`src/rtl/sram_arbiter_2m.sv`:
```
// Two-master round-robin arbiter in front of the SRAM wrapper; SRAM_ARB_TIMEOUT_EN adds a forced-completion watchdog.
// Latency: grant 1 cycle after valid in IDLE, one dead IDLE cycle between transactions.
// Backpressure: granted master stalls until s_ready; the losing master simply holds valid.
module sram_arbiter_2m #(
  parameter int TIMEOUT_CYCLES = 16
) (
  input  logic        clk,
  input  logic        resetn,
  input  logic        m0_valid,
  output logic        m0_ready,
  input  logic [3:0]  m0_wstrb,
  input  logic [31:0] m0_addr,
  input  logic [31:0] m0_wdata,
  output logic [31:0] m0_rdata,
  input  logic        m1_valid,
  output logic        m1_ready,
  input  logic [3:0]  m1_wstrb,
  input  logic [31:0] m1_addr,
  input  logic [31:0] m1_wdata,
  output logic [31:0] m1_rdata,
  output logic        s_valid,
  input  logic        s_ready,
  output logic [3:0]  s_wstrb,
  output logic [31:0] s_addr,
  output logic [31:0] s_wdata,
  input  logic [31:0] s_rdata,
  output logic        arb_timeout
);

  typedef enum logic [1:0] {
    IDLE  = 2'd0,
    BUSY0 = 2'd1,
    BUSY1 = 2'd2
  } state_t;

  state_t state_q, state_d;
  logic   last_q, last_d;
  logic   sel1;
  logic   cur_valid;
  logic   done;
  logic   force_done;

  if ((TIMEOUT_CYCLES < 2) || (TIMEOUT_CYCLES > 255)) begin : g_bad_timeout
    $error("TIMEOUT_CYCLES must be in 2..255");
  end

`ifdef SRAM_ARB_TIMEOUT_EN
  localparam logic [7:0] TO_FORCE = 8'(TIMEOUT_CYCLES);

  logic [7:0] cnt_q, cnt_d;
  logic       to_q, to_d;

  // Count saturates at TO_FORCE, which is the forced-completion cycle.
  assign force_done = (state_q != IDLE) && (cnt_q == TO_FORCE);

  always_comb begin
    cnt_d = cnt_q;
    to_d  = to_q;
    if (state_q == IDLE) begin
      cnt_d = 8'd0;
    end else if (force_done) begin
      to_d = 1'b1;
    end else if (!s_ready) begin
      cnt_d = cnt_q + 8'd1;
    end
  end

  always_ff @(posedge clk or negedge resetn) begin
    if (!resetn) begin
      cnt_q <= 8'd0;
      to_q  <= 1'b0;
    end else begin
      cnt_q <= cnt_d;
      to_q  <= to_d;
    end
  end

  assign arb_timeout = to_q;
`else
  assign force_done  = 1'b0;
  assign arb_timeout = 1'b0;
`endif

  assign sel1      = (state_q == BUSY1);
  assign cur_valid = sel1 ? m1_valid : m0_valid;
  assign m0_rdata  = force_done ? 32'hDEAD_BEEF : s_rdata;
  assign m1_rdata  = force_done ? 32'hDEAD_BEEF : s_rdata;

  always_comb begin
    state_d  = state_q;
    last_d   = last_q;
    done     = 1'b0;
    s_valid  = 1'b0;
    s_wstrb  = 4'h0;
    s_addr   = 32'h0;
    s_wdata  = 32'h0;
    m0_ready = 1'b0;
    m1_ready = 1'b0;
    case (state_q)
      IDLE: begin
        // last_q names the previous winner, so a tie goes to the other master.
        if (m0_valid && m1_valid) begin
          state_d = last_q ? BUSY0 : BUSY1;
        end else if (m0_valid) begin
          state_d = BUSY0;
        end else if (m1_valid) begin
          state_d = BUSY1;
        end
      end
      BUSY0, BUSY1: begin
        s_wstrb = sel1 ? m1_wstrb : m0_wstrb;
        s_addr  = sel1 ? m1_addr  : m0_addr;
        s_wdata = sel1 ? m1_wdata : m0_wdata;
        if (force_done) begin
          done = 1'b1;
        end else begin
          s_valid = cur_valid;
          if (cur_valid && s_ready) begin
            done = 1'b1;
          end else if (!cur_valid) begin
            // Master withdrew mid-transaction: drop back without a completion.
            state_d = IDLE;
          end
        end
        if (done) begin
          state_d  = IDLE;
          last_d   = sel1;
          m0_ready = !sel1;
          m1_ready = sel1;
        end
      end
      default: state_d = IDLE;
    endcase
  end

  always_ff @(posedge clk or negedge resetn) begin
    if (!resetn) begin
      state_q <= IDLE;
      last_q  <= 1'b1;
    end else begin
      state_q <= state_d;
      last_q  <= last_d;
    end
  end

endmodule

```
`config.mk`:
```
export PLATFORM = sky130hd
export DESIGN_NAME = sram_arbiter_2m
export DESIGN_NICKNAME = d
export VERILOG_FILES = /design/src/rtl/sram_arbiter_2m.sv
export SDC_FILE = /design/constraint.sdc
export NUM_CORES = 1
export LEC_CHECK = 0
export BUFFER_PORTS_ARGS = -buffer_cell sky130_fd_sc_hd__buf_4
export CAP_MARGIN = 40
export CORE_AREA = 2 2 119 121
export DETAILED_ROUTE_END_ITERATION = 12
export DIE_AREA = 0 0 121 123
export GPL_TIMING_DRIVEN = 0
export SETUP_SLACK_MARGIN = 0.4
export SLEW_MARGIN = 5
export SYNTH_ARGS = -nofsm -noshare
export SYNTH_HDL_FRONTEND = slang
export SYNTH_SLANG_ARGS = --single-unit
```
`constraint.sdc`:
```
create_clock -name clk -period 2 [get_ports clk]
set_input_delay 0 -clock clk [delete_from_list [all_inputs] [get_ports clk]]
set_output_delay 0 -clock clk [all_outputs]
set_load 0.01 [all_outputs]
```
Yosys cells after proc, flatten, opt, wreduce, memory -nomap -nowiden --
Index checks and enable logic that the tools add are counted.
Operators by class: multiplexer cells 22, equal/unequal tests 5, shift-type cells 0, reduce and logical (&&, ||, !) cells 7, divide/modulo/power cells 0, $lt $le $gt $ge 0, $mul 0, bitwise gates (word level) 0, $add $sub $neg 0
Operators by type and width (number):
- $mux W32 | 4
- $mux W2 | 7
- $mux W1 | 8
- $mux W4 | 2
- $ne A3 B3 Y1 const B | 2
- $ne A4 B4 Y1 const B | 1
- $pmux W2 S2 | 1
- $reduce_and A3 Y1 | 1
- $eq A2 B1 Y1 const B | 1
- $eq A2 B2 Y1 const B | 1
- $logic_and A1 B1 Y1 | 2
- $logic_not A2 Y1 | 1
- $reduce_and A2 Y1 | 1
- $reduce_or A2 Y1 | 1
- $logic_not A1 Y1 | 1
Word-level totals: memory bits (read-only) 0, output and inout port bits 136, flip-flop bits (word level) 3, latch bits 0, bits in writable memories 0, memories 0

Logic depth before layout (Yosys ltp) --
Gate-level depths: netlist of the first run.
depth after elaboration 7, gate-level depth with buffers 6

Worst setup path after synthesis of the first run --
No wires, ideal clock.
kind register to register, from register state_q[0], to register state_q[1], buffers on the path 1, setup time 0.128 ns, cell stages (with the launch flop) 7, data arrival time 1.579 ns, slack 0.294 ns, required time 1.872 ns, path through dfrtp_1 inv_1 ha_1 buf_2 mux2_4 a32oi_2 mux2_1
Between the ends: longest elaborated chain between the ends 7
RTL lines:
- from (decl) | line 36 | state_t state_q, state_d;
- from (signal assigned) | line 141 | state_q <= state_d;
- $eq A2 B2 Y1 (*) | line 84 | assign sel1 = (state_q == BUSY1);
- net sel1 | line 38 | logic sel1;
- $mux W1 | line 85 | assign cur_valid = sel1 ? m1_valid : m0_valid;
- $logic_and A1 B1 Y1 | line 118 | if (cur_valid && s_ready) begin
- $mux W1 | line 118
- $mux W1 | line 99 | case (state_q)
- $ne A3 B3 Y1 (no line) or $mux W2 (tied branches)
- $reduce_and A3 Y1 (no line) or $pmux W2 S2 (tied branches)
Mark *: on every way through the listed nets, which the timed path passes. The rest lies on a longest branch. The select of a mux whose other input is x is not followed. A chain may end at the register's enable or synchronous reset.

Final worst setup path of the first run --
from register state_q[1], to register state_q[1]
Same word-level chain as after synthesis.

==> results.json, run 1 <==
{
  "grt_pass1_wl_um": 11000,
  "initial_core_util_pct": 13.9,
  "worstSetupStartpointType": "flip-flop",
  "die_area_sq_um": 14900,
  "drc_errors": 0,
  "place_area_sq_um": 4200,
  "crit_family": "multiplexers",
  "placedCellCount": 694,
  "stdcell_count": 704,
  "cts_inserted_buffers": 3,
  "hold_path.class": "primary input to flip-flop",
  "fmax_ghz": 0.584,
  "ys_types": 20,
  "cp-startpoint": "state_q[1]",
  "finalMaxSlewViolations": 0,
  "synthesis.nets": 414,
  "finalNetCount": 700,
  "min_period_over_period_pct": 85.6,
  "die_y_um": 123,
  "num_rows": 43,
  "cp_max_fo": 8,
  "worst-path-buf-inv": 1,
  "grt.overflow.total": 0,
  "max_cap_viol_count": 0,
  "power.leakage_nw": 2.40,
  "most-common-layout-cells": "346 x buf_4, 65 x mux2i_1, 65 x nor2b_1, 4 x buf_8, 4 x mux2i_2",
  "drt-initial-drc-count": 20,
  "grt_usage_pct": 9.04,
  "io_buffers": 275,
  "setup_slack_ns": 0.288,
  "period_minus_slack_ns": 1.71,
  "ys_seq_elements": 3,
  "grt_use_met3_pct": 2.54,
  "reg2regPathDepth": 5,
  "synth-seq-area-share_pct": 4.05,
  "ant_nets": 0,
  "final_core_util_pct": 32.9,
  "grtUsageMet1_pct": 9.29,
  "routed_via_density": 3.65,
  "dr_total_vias": 2573,
  "pre_cts_ws_ns": -0.0616,
  "cp_slowest_cell": "dfrtp_1",
  "antenna_cells": 0,
  "clk_latency_ns": 0.22,
  "dp_hpwl_um": 6970,
  "drive_gt1_share_pct": 72.5,
  "cts_buffer_depth": 2,
  "peakVddDrop_mv": 0.564,
  "grt_pass1_vias": 2418,
  "rr_startpoint": "state_q[1]",
  "die_x_um": 121,
  "crit_cells": 5,
  "cp_cell_sequence": "ha_4 -> buf_12 -> mux2_4 -> a32oi_2 -> mux2_4",
  "syn_inst": 239,
  "syn_avg_cell_area_sq_um": 7.89,
  "r2r_slack_ns": 0.29,
  "drt_pass1_iterations": 3,
  "syn_area_sq_um": 1890,
  "power.total_mw": 5.67,
  "postLayoutCellArea_sq_um": 4480,
  "clock-root-buffer": "clkbuf_16",
  "grt.met2_usage_pct": 18.4,
  "skew_ns": 0.0000729,
  "hold_viol": 0,
  "hold_ws_ns": 0.0824,
  "area_growth_pct": 138,
  "clkSinkCount": 3,
  "antenna_found_initial": 0,
  "p_per_area_nw_per_um2": 1260,
  "critical_path_class": "flip-flop to flip-flop",
  "mostFrequentLayoutCell": "buf_4",
  "crit_path_end": "state_q[1]",
  "setup_viol": 0,
  "cp.arrival_ns": 1.81,
  "timing.rr.end": "state_q[1]",
  "grt_max_degree": 11,
  "h-tree-depth": 1,
  "ioPinCount": 309,
  "fin_setup_tns_ns": 0,
  "busiest_layer": "met2",
  "gp_congestion": 0.714,
  "cpPeakStageDelay_ns": 0.40,
  "rsz0062_at_grt": "yes",
  "routed_wl_um": 7930,
  "crit_top_cell": "mux2_4",
  "yosys_warnings": 0,
  "endpoint_kind": "flip-flop",
  "cts_tree": "done",
  "core_area_sq_um": 13600,
  "status": "completed",
  "required_ns": 2.10,
  "wire_per_inst_um": 11.3,
  "path_clk_slew_ns": 0.03
}
-- worst reg2reg max path, delay by kind of cell (launching register included) --
family | cells | cell delay, ns
compound gates | 1 | 0.24
flops | 1 | 0.40
buf+inv | 1 | 0.14
fa+ha+maj | 1 | 0.18
mux | 2 | 0.62
-- cells in the mapped netlist --
cell       n  area share (%)
mux2i_1   69              37
nor2b_1   68              23
buf_4     65              26
buf_2      8             2.1
clkbuf_1   8             1.6
inv_1      3            0.60
dfrtp_1    2             2.7
ha_1       2             1.3
nand3_1    2            0.53
nor2_1     2            0.40
a21boi_0   1            0.40
a21o_1     1            0.40
a32oi_2    1            0.86
and2_1     1            0.33
and4_1     1            0.46
conb_1     1            0.20
dfstp_2    1             1.4
mux2_1     1            0.60
mux2_4     1            0.80
nand2b_1   1            0.33
-- state kept, by name, summed over array words and instances, names as in the netlist --
register / flops
last_q: 1
state_q: 2
-- cells by family after synthesis --
| kind of cell | share of synthesized area, % |
|---|---|
| and+or+nand+nor | 24.6 |
| other | 0.199 |
| AOI/OAI and AO/OA | 1.66 |
| muxes | 38.0 |
| adders and majority gates | 1.33 |
| buffers and inverters | 30.2 |
| DFF | 4.05 |
-- worst min-delay path by stage --
stage / from / to / depth (start not counted)
detailed placement: resetn / state_q[0] / 1
finish: m0_valid / state_q[0] / 3
global placement: resetn / state_q[0] / 1
floorplan: resetn / state_q[0] / 0
CTS: m0_valid / state_q[0] / 3
global route: m0_valid / state_q[0] / 3
-- cell type report --
class | count | area, sq um
fill | 1410 | 9130
timing repair buffer | 281 | 2120
multi-input combinational | 152 | 1300
buffer | 81 | 671
tap | 180 | 225
clock buffer | 4 | 78.8
sequential | 3 | 76.3
inverter | 3 | 11.3
-- repair_timing --
item / CTS / global route
pin swaps: 1 / 1
cloned: 1 / 0
resized for setup: 34 / 17
buffers inserted: 3 / 1
hold buffers: 1 / 0
endpoints found under the setup margin: 74 / 73
endpoints found under the hold margin: 3 / 0
-- report_power, final --
group | switching (mW) | internal, mW | total [mW]
Clock | 0.0525 | 0.263 | 0.315
Combinational | 2.20 | 3.03 | 5.24
Sequential | 0.0185 | 0.0940 | 0.113
Total | 2.27 | 3.39 | 5.67
-- routing by layer --
metal  wire (um)  up-vias
met3         989        4
li1            -     1284
met2        4330      177
met1        2580     1108
met4          30        0
met5           0        -
No activity file was read; power rests on OpenSTA's default activity.
==> inputs of run 2 (changes only) <==
--- a/config.mk
+++ b/config.mk
@@ -11,6 +11,7 @@
 export DETAILED_ROUTE_END_ITERATION = 12
 export DIE_AREA = 0 0 121 123
 export GPL_TIMING_DRIVEN = 0
+export PLACE_DENSITY_LB_ADDON = 0.05
 export SETUP_SLACK_MARGIN = 0.4
 export SLEW_MARGIN = 5
 export SYNTH_ARGS = -nofsm -noshare
==> run 2 against run 1 <==
Combinational power shrank 4.8%. Power is 4.3% lower. Routed wire length up 6.2%. Setup slack about the same.
==> results.json, run 2 (same netlist as run 1, synthesis figures left out) <==
{
  "cp-startpoint": "state_q[1]",
  "drt_pass1_iterations": 4,
  "power.leakage_nw": 2.37,
  "setup_slack_ns": 0.288,
  "gp_congestion": 0.703,
  "hold_viol": 0,
  "grt_max_degree": 11,
  "finalMaxSlewViolations": 0,
  "crit_top_cell": "mux2_4",
  "drc_errors": 0,
  "ant_nets": 0,
  "cts_tree": "done",
  "p_per_area_nw_per_um2": 1230,
  "num_rows": 43,
  "core_area_sq_um": 13600,
  "area_growth_pct": 133,
  "drt-initial-drc-count": 41,
  "holdPathEnd": "state_q[0]",
  "hold_ws_ns": 0.0666,
  "cpPeakStageDelay_ns": 0.41,
  "worst-path-buf-inv": 1,
  "dr_total_vias": 2522,
  "hold_path.class": "primary input to flip-flop",
  "die_area_sq_um": 14900,
  "worstSetupStartpointType": "flip-flop",
  "wire_per_inst_um": 12.0,
  "final_core_util_pct": 32.3,
  "period_minus_slack_ns": 1.71,
  "cp.arrival_ns": 1.81,
  "pre_cts_ws_ns": -0.0443,
  "required_ns": 2.10,
  "peakVddDrop_mv": 0.530,
  "hold_path_startpoint": "m0_valid",
  "routed_wl_um": 8420,
  "critical_path_class": "flip-flop to flip-flop",
  "clk_latency_ns": 0.22,
  "clkSinkCount": 3,
  "top_regs": "state_q (2), last_q (1)",
  "dp_hpwl_um": 7380,
  "h-tree-depth": 1,
  "timing.rr.end": "state_q[1]",
  "rr_startpoint": "state_q[1]",
  "cp_cell_sequence": "ha_4 -> buf_8 -> mux2_4 -> a32oi_2 -> mux2_4",
  "endpoint_kind": "flip-flop",
  "grt_pass1_vias": 2487,
  "die_x_um": 121,
  "clock-root-buffer": "clkbuf_16",
  "initial_core_util_pct": 13.9,
  "finalNetCount": 698,
  "setup_viol": 0,
  "cp_max_fo": 8,
  "io_buffers": 275,
  "largest_reg_flops": 2,
  "grt_pass1_wl_um": 11600,
  "path_clk_slew_ns": 0.03,
  "power.total_mw": 5.42,
  "die_y_um": 123,
  "drive_gt1_share_pct": 70.7,
  "grt.overflow.total": 0,
  "antenna_found_initial": 0,
  "mostFrequentLayoutCell": "buf_4",
  "min_period_over_period_pct": 85.6,
  "max_cap_viol_count": 0,
  "ioPinCount": 309,
  "cp_slowest_cell": "dfrtp_1",
  "skew_ns": 0.000442,
  "regMostFlops": "state_q",
  "crit_family": "multiplexers",
  "fmax_ghz": 0.584,
  "fin_setup_tns_ns": 0,
  "rsz0062_at_grt": "yes",
  "whs_path_depth": 3,
  "r2r_slack_ns": 0.29,
  "reg2regPathDepth": 5,
  "routed_via_density": 3.59,
  "fillCellCount": 1461,
  "most-common-layout-cells": "346 x buf_4, 69 x mux2i_1, 68 x nor2b_1, 6 x clkbuf_4, 5 x buf_6",
  "grt_usage_pct": 9.85,
  "status": "completed",
  "cts_buffer_depth": 2,
  "antenna_cells": 0,
  "cts_inserted_buffers": 3
}
## run 2: cell types whose count changed in the layout (fill, tap and decap cells not counted), moves of 2 or more
cell,delta
mux2i_1,+4
buf_8,-2
clkbuf_4,+3
clkbuf_8,-3
nor2b_2,-3
nor2b_1,+3
buf_6,+2
mux2i_2,-4
## run 2: timing repair
| action | 4_1_cts | 5_1_grt |
|---|---|---|
| pin swaps | 1 | 2 |
| hold endpoints to repair | 3 | 0 |
| gates resized for setup | 16 | 30 |
| hold buffers | 1 | 0 |
| setup endpoints to repair | 74 | 73 |
| setup buffers | 2 | 1 |
## run 2: worst max path at each step
stage,endpoint,depth (start not counted),slack (ns)
CTS,state_q[1],6,0.28
global route,state_q[1],6,0.23
detailed placement,last_q,6,-0.04
floorplan,state_q[1],5,0.35
global placement,last_q,6,-0.03
finish,state_q[1],5,0.29
## run 2: routing by layer
metal / share of wire (%) / vias up / global-route usage [%]
li1: - / 1283 / -
met1: 28 / 1064 / 8.74
met2: 58 / 171 / 20.8
met3: 13 / 4 / 3.46
met4: 0.63 / 0 / 2.18
met5: 0 / - / 0
## run 2: stage by stage
stage | area, sq um | instances
after detailed placement | 4200 | 694
after CTS | 4340 | 701
final | 4390 | 702
after floorplan | 1910 | 239
after global routing | 4390 | 702
after global placement | 4200 | 694
## run 2: final cells by class
cell class                 count  area (sq um)  area share [%]
timing repair buffer         279          2100            47.8
multi-input combinational    152          1260            28.7
buffer                        81           638            14.5
tap                          180           225            5.13
clock buffer                   4          78.8            1.80
sequential                     3          76.3            1.74
inverter                       3          11.3           0.256
## run 2: report_power, final
part / leakage [nW] / internal [mW] / switching [mW]
combinational: 2.30 / 2.82 / 2.17
sequential: 0.0361 / 0.0939 / 0.0191
clock: 0.0382 / 0.263 / 0.0550
total: 2.37 / 3.18 / 2.24
## run 2: worst min-delay path, delay by kind of cell
family	cells	cell delay, ns
simple gates	1	0.06
buf+inv	1	0.12
mux	1	0.06
==> inputs of run 3 (changes only) <==
--- a/config.mk
+++ b/config.mk
@@ -5,7 +5,7 @@
 export SDC_FILE = /design/constraint.sdc
 export NUM_CORES = 1
 export LEC_CHECK = 0
-export BUFFER_PORTS_ARGS = -buffer_cell sky130_fd_sc_hd__buf_4
+export BUFFER_PORTS_ARGS = -buffer_cell sky130_fd_sc_hd__buf_2
 export CAP_MARGIN = 40
 export CORE_AREA = 2 2 119 121
 export DETAILED_ROUTE_END_ITERATION = 12
==> run 3 against run 2 <==
Critical path depth unchanged. First-iteration DRC count rose by 2.4%. Hold slack improved by 0.0028 ns. Routed wire length decreased by 6.6%. Via count grew 1.2%. Core utilization down 4.9 points. Power fell by 11%. Maximum frequency decreased by 1.3%. Largest cell class unchanged.
==> results.json, run 3 (same netlist as run 1, synthesis figures left out) <==
{
  "io_buffers": 275,
  "cp_max_fo": 8,
  "path_clk_slew_ns": 0.03,
  "largest_reg_flops": 2,
  "top_regs": "state_q (2), last_q (1)",
  "cts_buffer_depth": 2,
  "critical_path_class": "flip-flop to flip-flop",
  "drt_pass1_iterations": 2,
  "routed_via_density": 3.63,
  "grt_max_degree": 11,
  "dr_total_vias": 2553,
  "fillCellCount": 1542,
  "cp.arrival_ns": 1.84,
  "skew_ns": 0.000309,
  "grt_usage_pct": 9.28,
  "antenna_cells": 0,
  "clk_latency_ns": 0.22,
  "required_ns": 2.10,
  "mostFrequentLayoutCell": "buf_2",
  "most-common-layout-cells": "276 x buf_2, 74 x buf_4, 68 x mux2i_1, 68 x nor2b_1, 6 x clkbuf_4",
  "grt_pass1_wl_um": 11000,
  "cts_inserted_buffers": 3,
  "regMostFlops": "state_q",
  "power.leakage_nw": 2.18,
  "wire_per_inst_um": 11.2,
  "fmax_ghz": 0.577,
  "rsz0062_at_grt": "yes",
  "die_area_sq_um": 14900,
  "endpoint_kind": "flip-flop",
  "grt.overflow.total": 0,
  "ioPinCount": 309,
  "r2r_slack_ns": 0.27,
  "setup_viol": 0,
  "die_y_um": 123,
  "drt-initial-drc-count": 42,
  "period_minus_slack_ns": 1.73,
  "pre_cts_ws_ns": -0.0239,
  "area_growth_pct": 97.5,
  "cts_tree": "done",
  "initial_core_util_pct": 13.9,
  "antenna_found_initial": 0,
  "gp_congestion": 0.690,
  "dp_hpwl_um": 6910,
  "grt_pass1_vias": 2412,
  "routed_wl_um": 7870,
  "num_rows": 43,
  "p_per_area_nw_per_um2": 1290,
  "worstSetupStartpointType": "flip-flop",
  "max_cap_viol_count": 0,
  "min_period_over_period_pct": 86.7,
  "hold_viol": 0,
  "drive_gt1_share_pct": 71.0,
  "drc_errors": 0,
  "regArea_sq_um": 76.3,
  "hold_path.class": "primary input to flip-flop",
  "die_x_um": 121,
  "core_area_sq_um": 13600,
  "clock-root-buffer": "clkbuf_16",
  "clkSinkCount": 3,
  "peakVddDrop_mv": 0.442,
  "multi_input_area_sq_um": 1280,
  "ant_nets": 0,
  "finalMaxSlewViolations": 0,
  "final_core_util_pct": 27.4,
  "h-tree-depth": 1,
  "power.total_mw": 4.80,
  "setup_slack_ns": 0.266,
  "finalNetCount": 700,
  "status": "completed"
}
==> run 3: cell count changes in the layout (fill, tap and decap cells not counted), moves of 2 or more <==
cell,previous run,this run
buf_2,0,276
buf_6,5,2
clkbuf_8,0,2
buf_4,346,74
==> run 3: worst max-delay path, stage by stage (launching register included) <==
cell	delay, ns
dfrtp_1	0.41
ha_4	0.18
buf_8	0.14
mux2_4	0.31
a32oi_4	0.25
mux2_4	0.32
==> run 3: metrics by stage <==
| stage | area (sq um) | setup TNS (ns) | hold WS [ns] | std cells |
|---|---|---|---|---|
| floorplan | 1910 | 0 | -0.296 | 239 |
| global placement | 3510 | -0.0215 | -0.203 | 694 |
| detailed placement | 3510 | -0.0239 | -0.202 | 694 |
| CTS | 3670 | 0 | 0.0715 | 702 |
| global route | 3730 | 0 | 0.106 | 704 |
| finish | 3730 | 0 | 0.0694 | 704 |
==> run 3: layer usage <==
metal,track usage [%],share of wire (%),wire length (um)
met1,8.46,31,2410
met2,19.8,57,4470
met3,2.49,12,919
met4,2.40,0.86,68
met5,0,0,0
==> run 3: final cells by class <==
| cell class | instances | share of cell area [%] |
|---|---|---|
| Buffer | 81 | 17.1 |
| Tap cell | 180 | 6.04 |
| Multi-Input combinational cell | 152 | 34.3 |
| Inverter | 3 | 0.302 |
| Clock buffer | 4 | 2.12 |
| Timing Repair Buffer | 281 | 38.1 |
| Sequential cell | 3 | 2.05 |
==> run 3: worst paths after layout <==
path	to	startpoint	depth (start not counted)
worst max-delay path	state_q[1]	state_q[1]	5
min in group asynchronous	state_q[1]	resetn	2
worst min-delay path	state_q[0]	m0_valid	3
max in group asynchronous	last_q	resetn	2
worst min register to register	last_q	last_q	1
worst max register to register	state_q[1]	state_q[1]	5
==> run 3: what timing repair did <==
| action | in CTS | in global routing |
|---|---|---|
| hold buffers | 1 | 0 |
| gates resized for setup | 21 | 17 |
| pin swaps | 1 | 1 |
| cloned | 0 | 1 |
| endpoints found under the hold margin | 3 | 0 |
| endpoints found under the setup margin | 74 | 73 |
| buffers inserted | 3 | 1 |
==> run 3: where the power goes <==
group          switching, mW  leakage, nW  internal (mW)
clock                 0.0564       0.0382          0.263
combinational           2.10         2.11           2.26
sequential            0.0196       0.0361         0.0939
